`src/rtl/capture_ctrl.sv`:
```
// Sample-RAM capture sequencer: fills pre-trigger history in a circular buffer,
// arms, accepts a trigger, then writes trig_pos post-trigger samples and halts.
module capture_ctrl #(
    parameter int ADDR_W = 9
) (
    input  logic              clk,
    input  logic              rst,
    input  logic              run,
    input  logic              abort,
    input  logic              wrt_smpl,
    input  logic              trig_in,
    input  logic [ADDR_W-1:0] trig_pos,
    output logic              we,
    output logic [ADDR_W-1:0] waddr,
    output logic              armed,
    output logic              triggered,
    output logic              capture_done,
    output logic [ADDR_W-1:0] trig_addr
);

    localparam logic [ADDR_W:0] DEPTH_L = (ADDR_W+1)'(2**ADDR_W);

    typedef enum logic [2:0] {IDLE, FILL, ARMED, POST, DONE} state_t;

    state_t            state_q, state_d;
    logic [ADDR_W-1:0] waddr_q, waddr_d;
    logic [ADDR_W-1:0] trig_addr_q, trig_addr_d;
    logic [ADDR_W-1:0] post_cnt_q, post_cnt_d;
    logic [ADDR_W-1:0] trig_pos_q, trig_pos_d;
    logic [ADDR_W:0]   pre_cnt_q, pre_cnt_d;
    logic [ADDR_W:0]   pre_inc;
    logic [ADDR_W:0]   arm_thresh;
    logic [ADDR_W-1:0] post_inc;
    logic              we_c;

    // pre_cnt saturates at DEPTH so long fills never wrap back below the arm threshold
    assign pre_inc    = (pre_cnt_q == DEPTH_L) ? pre_cnt_q : pre_cnt_q + (ADDR_W+1)'(1);
    assign arm_thresh = DEPTH_L - {1'b0, trig_pos_q};
    assign post_inc   = post_cnt_q + ADDR_W'(1);

    always_comb begin
        state_d     = state_q;
        waddr_d     = waddr_q;
        trig_addr_d = trig_addr_q;
        post_cnt_d  = post_cnt_q;
        trig_pos_d  = trig_pos_q;
        pre_cnt_d   = pre_cnt_q;
        we_c        = 1'b0;

        if (abort) begin
            state_d = IDLE;
        end else begin
            case (state_q)
                IDLE, DONE: begin
                    if (run) begin
                        waddr_d    = '0;
                        pre_cnt_d  = '0;
                        post_cnt_d = '0;
                        trig_pos_d = trig_pos;
                        state_d    = FILL;
                    end
                end
                FILL: begin
                    we_c = wrt_smpl;
                    if (wrt_smpl) begin
                        pre_cnt_d = pre_inc;
                        if (pre_inc >= arm_thresh) state_d = ARMED;
                    end
                end
                ARMED: begin
                    we_c = wrt_smpl;
                    if (trig_in) begin
                        // skip past a coincident sample: it belongs to pre-trigger history
                        trig_addr_d = waddr_q + ADDR_W'(wrt_smpl);
                        post_cnt_d  = '0;
                        state_d     = POST;
                    end
                end
                POST: begin
                    if (trig_pos_q == '0) begin
                        state_d = DONE;
                    end else begin
                        we_c = wrt_smpl;
                        if (wrt_smpl) begin
                            post_cnt_d = post_inc;
                            if (post_inc == trig_pos_q) state_d = DONE;
                        end
                    end
                end
                default: state_d = IDLE;
            endcase
        end

        if (we_c) waddr_d = waddr_q + ADDR_W'(1);
    end

    always_ff @(posedge clk or posedge rst) begin
        if (rst) begin
            state_q     <= IDLE;
            waddr_q     <= '0;
            trig_addr_q <= '0;
            post_cnt_q  <= '0;
            trig_pos_q  <= '0;
            pre_cnt_q   <= '0;
        end else begin
            state_q     <= state_d;
            waddr_q     <= waddr_d;
            trig_addr_q <= trig_addr_d;
            post_cnt_q  <= post_cnt_d;
            trig_pos_q  <= trig_pos_d;
            pre_cnt_q   <= pre_cnt_d;
        end
    end

    assign we           = we_c;
    assign waddr        = waddr_q;
    assign trig_addr    = trig_addr_q;
    assign armed        = (state_q == ARMED);
    assign triggered    = (state_q == POST) || (state_q == DONE);
    assign capture_done = (state_q == DONE);

endmodule
```
`config.mk`:
```
export PLATFORM = sky130hd
export DESIGN_NAME = capture_ctrl
export DESIGN_NICKNAME = d
export VERILOG_FILES = /design/src/rtl/capture_ctrl.sv
export SDC_FILE = /design/constraint.sdc
export NUM_CORES = 1
export LEC_CHECK = 0
export BUFFER_PORTS_ARGS = -buffer_cell sky130_fd_sc_hd__buf_2
export CAP_MARGIN = 25
export CORE_MARGIN = 2
export CORE_UTILIZATION = 40
export CTS_CLUSTER_DIAMETER = 200
export DETAILED_ROUTE_END_ITERATION = 8
export REMOVE_ABC_BUFFERS = 1
export SETUP_SLACK_MARGIN = 0.4
export SYNTH_ARGS = -nofsm -noshare
export SYNTH_HDL_FRONTEND = slang
export SYNTH_SLANG_ARGS = --single-unit
```
`constraint.sdc`:
```
create_clock -name clk -period 4.9 [get_ports clk]
set_input_delay 0.245 -clock clk [delete_from_list [all_inputs] [get_ports clk]]
set_output_delay 0.245 -clock clk [all_outputs]
set_load 0.01 [all_outputs]
```
* Word-level counts from Yosys, hierarchy flattened *
Index checks and enable logic that the tools add are counted.

storage, ports and cells
  bits of input ports = 15
  logic and storage cells = 70
  register bits = 49

cells by class
  add/subtract/negate cells = 5
  reductions and logical operators = 15
  bitwise logic cells = 1
  order comparisons = 1
  muxes and demuxes = 24
  eq/ne operators = 18

operator list
  operator                                                                number
  9-bit 2-to-1 mux                                                        7
  10-bit 2-to-1 mux                                                       3
  9-bit case mux with 3 select lines                                      1
  3-bit 2-to-1 mux                                                        8
  10-bit case mux with 2 select lines                                     1
  9-bit by 1-bit adder with 9-bit output (second input constant)          2
  3-bit inequality test (second input constant)                           4
  3-bit case mux with 4 select lines                                      1
  6-bit AND reduction                                                     2
  10-bit by 1-bit adder with 10-bit output (second input constant)        1
  10-bit equality test (second input constant)                            1
  10-bit greater-or-equal comparator                                      1
  2-bit inequality test (second input constant)                           5
  10-bit by 9-bit subtractor with 10-bit output (first input constant)    1
  9-bit by 1-bit adder with 9-bit output                                  1
  9-bit equality test                                                     1
  9-bit zero test                                                         1
  3-bit AND reduction                                                     3
  4-bit inequality test (second input constant)                           2
  3-bit by 2-bit equality test with 1-bit output (second input constant)  2
  2-bit nonzero test                                                      3
  4-bit AND reduction                                                     1
  2-bit OR reduction                                                      2
  3-bit by 1-bit equality test with 1-bit output (second input constant)  1
  8 further kinds                                                         9

* Longest topological paths before layout *
  depth in word-level cells = 7
  mapped depth = 11
  gate-level depth less buffers = 11

* Least setup slack after synthesis *
No wires, ideal clock.

  kind = register to register
  from = register trig_pos_q[2]
  to = register state_q[0]
  setup slack = 2.329 ns
  stages on the path, launching flop included = 11
  clock period less this slack = 2.571 ns
  required time = 4.759 ns
  arrival = 2.430 ns
  buffers on the path = 1
  path through = dfrtp_1 clkbuf_1 or4_1 nor4_1 xor2_1 ha_1 and3_1 o221ai_1 a31oi_1 a2bb2oi_1 o221ai_1

between the ends
  longest elaborated chain between the ends = 4
  elaborated cells on any way between the ends = 11

ends and longest elaborated chain
  item                                                                                   line    RTL
  start, declared                                                                        29      logic [ADDR_W-1:0] trig_pos_q, trig_pos_d;
  start signal, assigned                                                                 110     trig_pos_q <= trig_pos_d;
  10-bit by 9-bit subtractor with 10-bit output or 9-bit zero test (tied branches)       38, 80
  10-bit greater-or-equal comparator or 3-bit 2-to-1 mux (tied branches)                 67, 80
  3-bit inequality test (no line) or 3-bit case mux with 4 select lines (tied branches)  --
  6-bit AND reduction (no line) or 3-bit 2-to-1 mux (tied branches)                      --
  end signal, assigned                                                                   106     state_q <= state_d;
  end, declared                                                                          25      state_t state_q, state_d;

Several ways; a longest one is shown, not always the timed one.
A chain may end at the register's enable or synchronous reset.

* Worst setup path after layout *
  from = register trig_pos_q[2]
  to = output we

between the ends
  longest elaborated chain between the ends = 4

ends and longest elaborated chain
  item                                line  RTL
  9-bit zero test                     80    if (trig_pos_q == '0) begin
  1-bit 2-to-1 mux                    80
  1-bit case mux with 2 select lines  53    case (state_q)
  1-bit 2-to-1 mux                    50    if (abort) begin
  end, declared                       13    output logic we,

No other way between the ends.

==> flow_summary.yaml <==
drt:
  wire_per_inst_um: 14.4
  first_pass_iters: 4
  vias_per_cell: 5.36
  drt-initial-drc-count: 177
  ant_nets: 0
  drc: 0
  vias: 2761
  wirelength_um: 7390
worst_setup_path:
  arrival_ns: 2.74
  path_max_fanout: 12
  r2r-start: "trig_pos_q[2]"
  crit_family: "simple AND/OR/NAND/NOR gates"
  slowest_stage: "or4_1"
  crit_top_cell: "or4_1"
  r2r_cells: 9
  worstPathRequired_ns: 4.66
  slowest_delay_ns: 0.62
  critPathKind: "flip-flop to output port"
  worstPathCellList: "or4_1 > nor4_1 > ha_1 > and3_1 > or4_1 > inv_1 > buf_2"
  worst-path-buf-inv: 2
  cp-end-kind: "output port"
  r2r_end: "waddr[3]"
  startpoint: "trig_pos_q[2]"
  cp-start-kind: "flip-flop"
  r2r_setup_slack_ns: 2.05
cells_and_area:
  multi_input_area_sq_um: 1860
  finalNetCount: 445
  final_common_cell: "nand2_1"
  fin_util_pct: 46.2
  n_fill_cell: 788
  syn2layout_area_growth_pct: 11.6
  drive_gt1_share_pct: 13.1
  diodes: 0
  seq_area_sq_um: 1230
  mostFrequentLayoutCells: "nand2_1, dfrtp_1, o21ai_0"
floorplan:
  io_pins: 37
  initial_core_util_pct: 41.4
  die_h_um: 93.7
  core_sq_um: 7770
  die_area_sq_um: 8780
  die_w_um: 93.7
  rows: 32
clocking:
  postCtsHoldBufs: 1
  clock_latency_ns: 0.30
  clk_pin_slew_ns: 0.09
  h-tree-depth: 2
  cts_resized: 0
  post-cts-setup-buffers: 0
  tritoncts: "built"
  clockBufferDepth: 2
  cts-root-buf: "clkbuf_8"
  numCtsBuffers: 5
  cts_sinks: 49
global_route:
  grt_max_degree: 35
  grt_overflow: 0
  grt_pass1_vias: 2529
  antenna_found_initial: 0
  grt_pass1_wl_um: 12600
  track_usage_pct: 17.9
status:
  status: "finished, final reports clean"
timing:
  setup_tns_ns: 0
  min_period_ns: 2.98
  drv_slew: 0
  slew_headroom_pct: 58.3
  period_share_pct: 60.8
  fmax_mhz: 335
  fin_skew_ns: 0.0109
  tightest_slew_ns: 0.624
  hold_ws_ns: 0.131
  fin_ws_ns: 1.92
  rsz0062_at_grt: "no"
  hold_violations: 0
  setup_violations: 0
logic_synthesis:
  synth_edf_count: 0
  synth_area_leaders: "dfrtp_1, ha_1, o21ai_0"
  syn_area_per_cell_sq_um: 8.40
  post-synth-top-area-fraction_pct: 38.1
  ys.flop_type: "dfrtp_1"
  ys_types: 47
  yosysWarnings: 0
  ys_ff_latch: 49
  syn-cell-area_sq_um: 3220
  yosys.area.top_type: "dfrtp_1"
  synth_cells: 383
  ys_async_sr_fraction_pct: 100
  yosysSeqAreaShare_pct: 38.1
pwr:
  p_leak_nw: 1.72
  p_per_area_nw_per_um2: 398
  peakVddDrop_mv: 0.234
min_path:
  hold_end: "trig_pos_q[3]"
  hold_path.class: "primary input to flip-flop"
  hp-start: "trig_pos[3]"
  holdPathStages: 3
job:
  max_cap_violations: 0
placement:
  dp_hpwl_um: 5600
  portBuffers: 36
  place_ws_ns: 2.08
  place_congestion: 0.833
==> worst reg2reg max path, stage by stage (launching register included) <==
cell and delay [ns]:
dfrtp_1 0.47, or4_1 0.62, nor4_1 0.21, ha_1 0.27, and3_1 0.17, or4_1 0.33, inv_1 0.19, nor2_1 0.29
o21ai_0 0.14, o31ai_1 0.08
==> power breakdown <==
part | total, mW | internal, mW | switching [mW]
clock network | 0.254 | 0.115 | 0.139
logic | 0.571 | 0.243 | 0.328
registers | 0.605 | 0.481 | 0.124
==> metal layers <==
| metal | share of wire [%] | routed length (um) | up-vias | GRT usage (%) |
|---|---|---|---|---|
| met4 | 0.51 | 38 | 0 | 3.74 |
| met3 | 3.3 | 242 | 2 | 2.65 |
| li1 | - | - | 1413 | - |
| met1 | 50 | 3680 | 1304 | 26.5 |
| met5 | 0 | 0 | - | 0 |
| met2 | 46 | 3430 | 42 | 27.9 |
==> Yosys cell counts, types with 4 or more instances <==
library cell and count:
xnor2_1 16, o41ai_1 5, nand2b_1 4, o31ai_1 8, nand3_1 22, or3_1 5, nor2_1 30, dfrtp_1 49
nand2_1 57, and2_1 7, xor2_1 16, inv_1 16, nor3_1 7, a31oi_1 5, ha_1 18, and3_1 12
nand4_1 6, o21ai_0 45, clkbuf_1 12
==> logic make-up after synthesis <==
| kind of cell | synth area share, % |
|---|---|
| adders and majority gates | 7.00 |
| xor gates and xnor gates | 8.71 |
| and+or+nand+nor | 25.3 |
| AOI/OAI and AO/OA | 16.1 |
| buffers and inverters | 4.01 |
| muxes | 0.700 |
| DFF | 38.1 |
==> layout make-up <==
class                           count  area share (%)
Inverter                           16            1.67
Clock buffer                        6            2.30
Timing Repair Buffer               39            6.06
Tap cell                          102            3.56
Clock inverter                      2           0.383
Multi-Input combinational cell    301            51.9
Sequential cell                    49            34.2
==> stage by stage <==
step | instance area, sq um | power (mW) | std cells
CTS | 3590 | 1.45 | 515
detailed placement | 3480 | 1.19 | 506
floorplan | 3150 | 1.01 | 366
global placement | 3460 | 1.17 | 505
finish | 3590 | 1.43 | 515
global route | 3590 | 1.57 | 515
==> registers in the layout (all words and copies together) (netlist names) <==
name        cells
post_cnt_q      9
state_q         3
waddr           9
trig_pos_q      9
trig_addr       9
pre_cnt_q      10
==> worst max path at each step <==
stage	endpoint	cells past startpoint
floorplan	state_q[0]	11
global placement	waddr[3]	9
detailed placement	state_q[0]	11
CTS	we	7
global route	we	7
finish	we	7
Note: power is estimated with default switching activity, not from simulation.
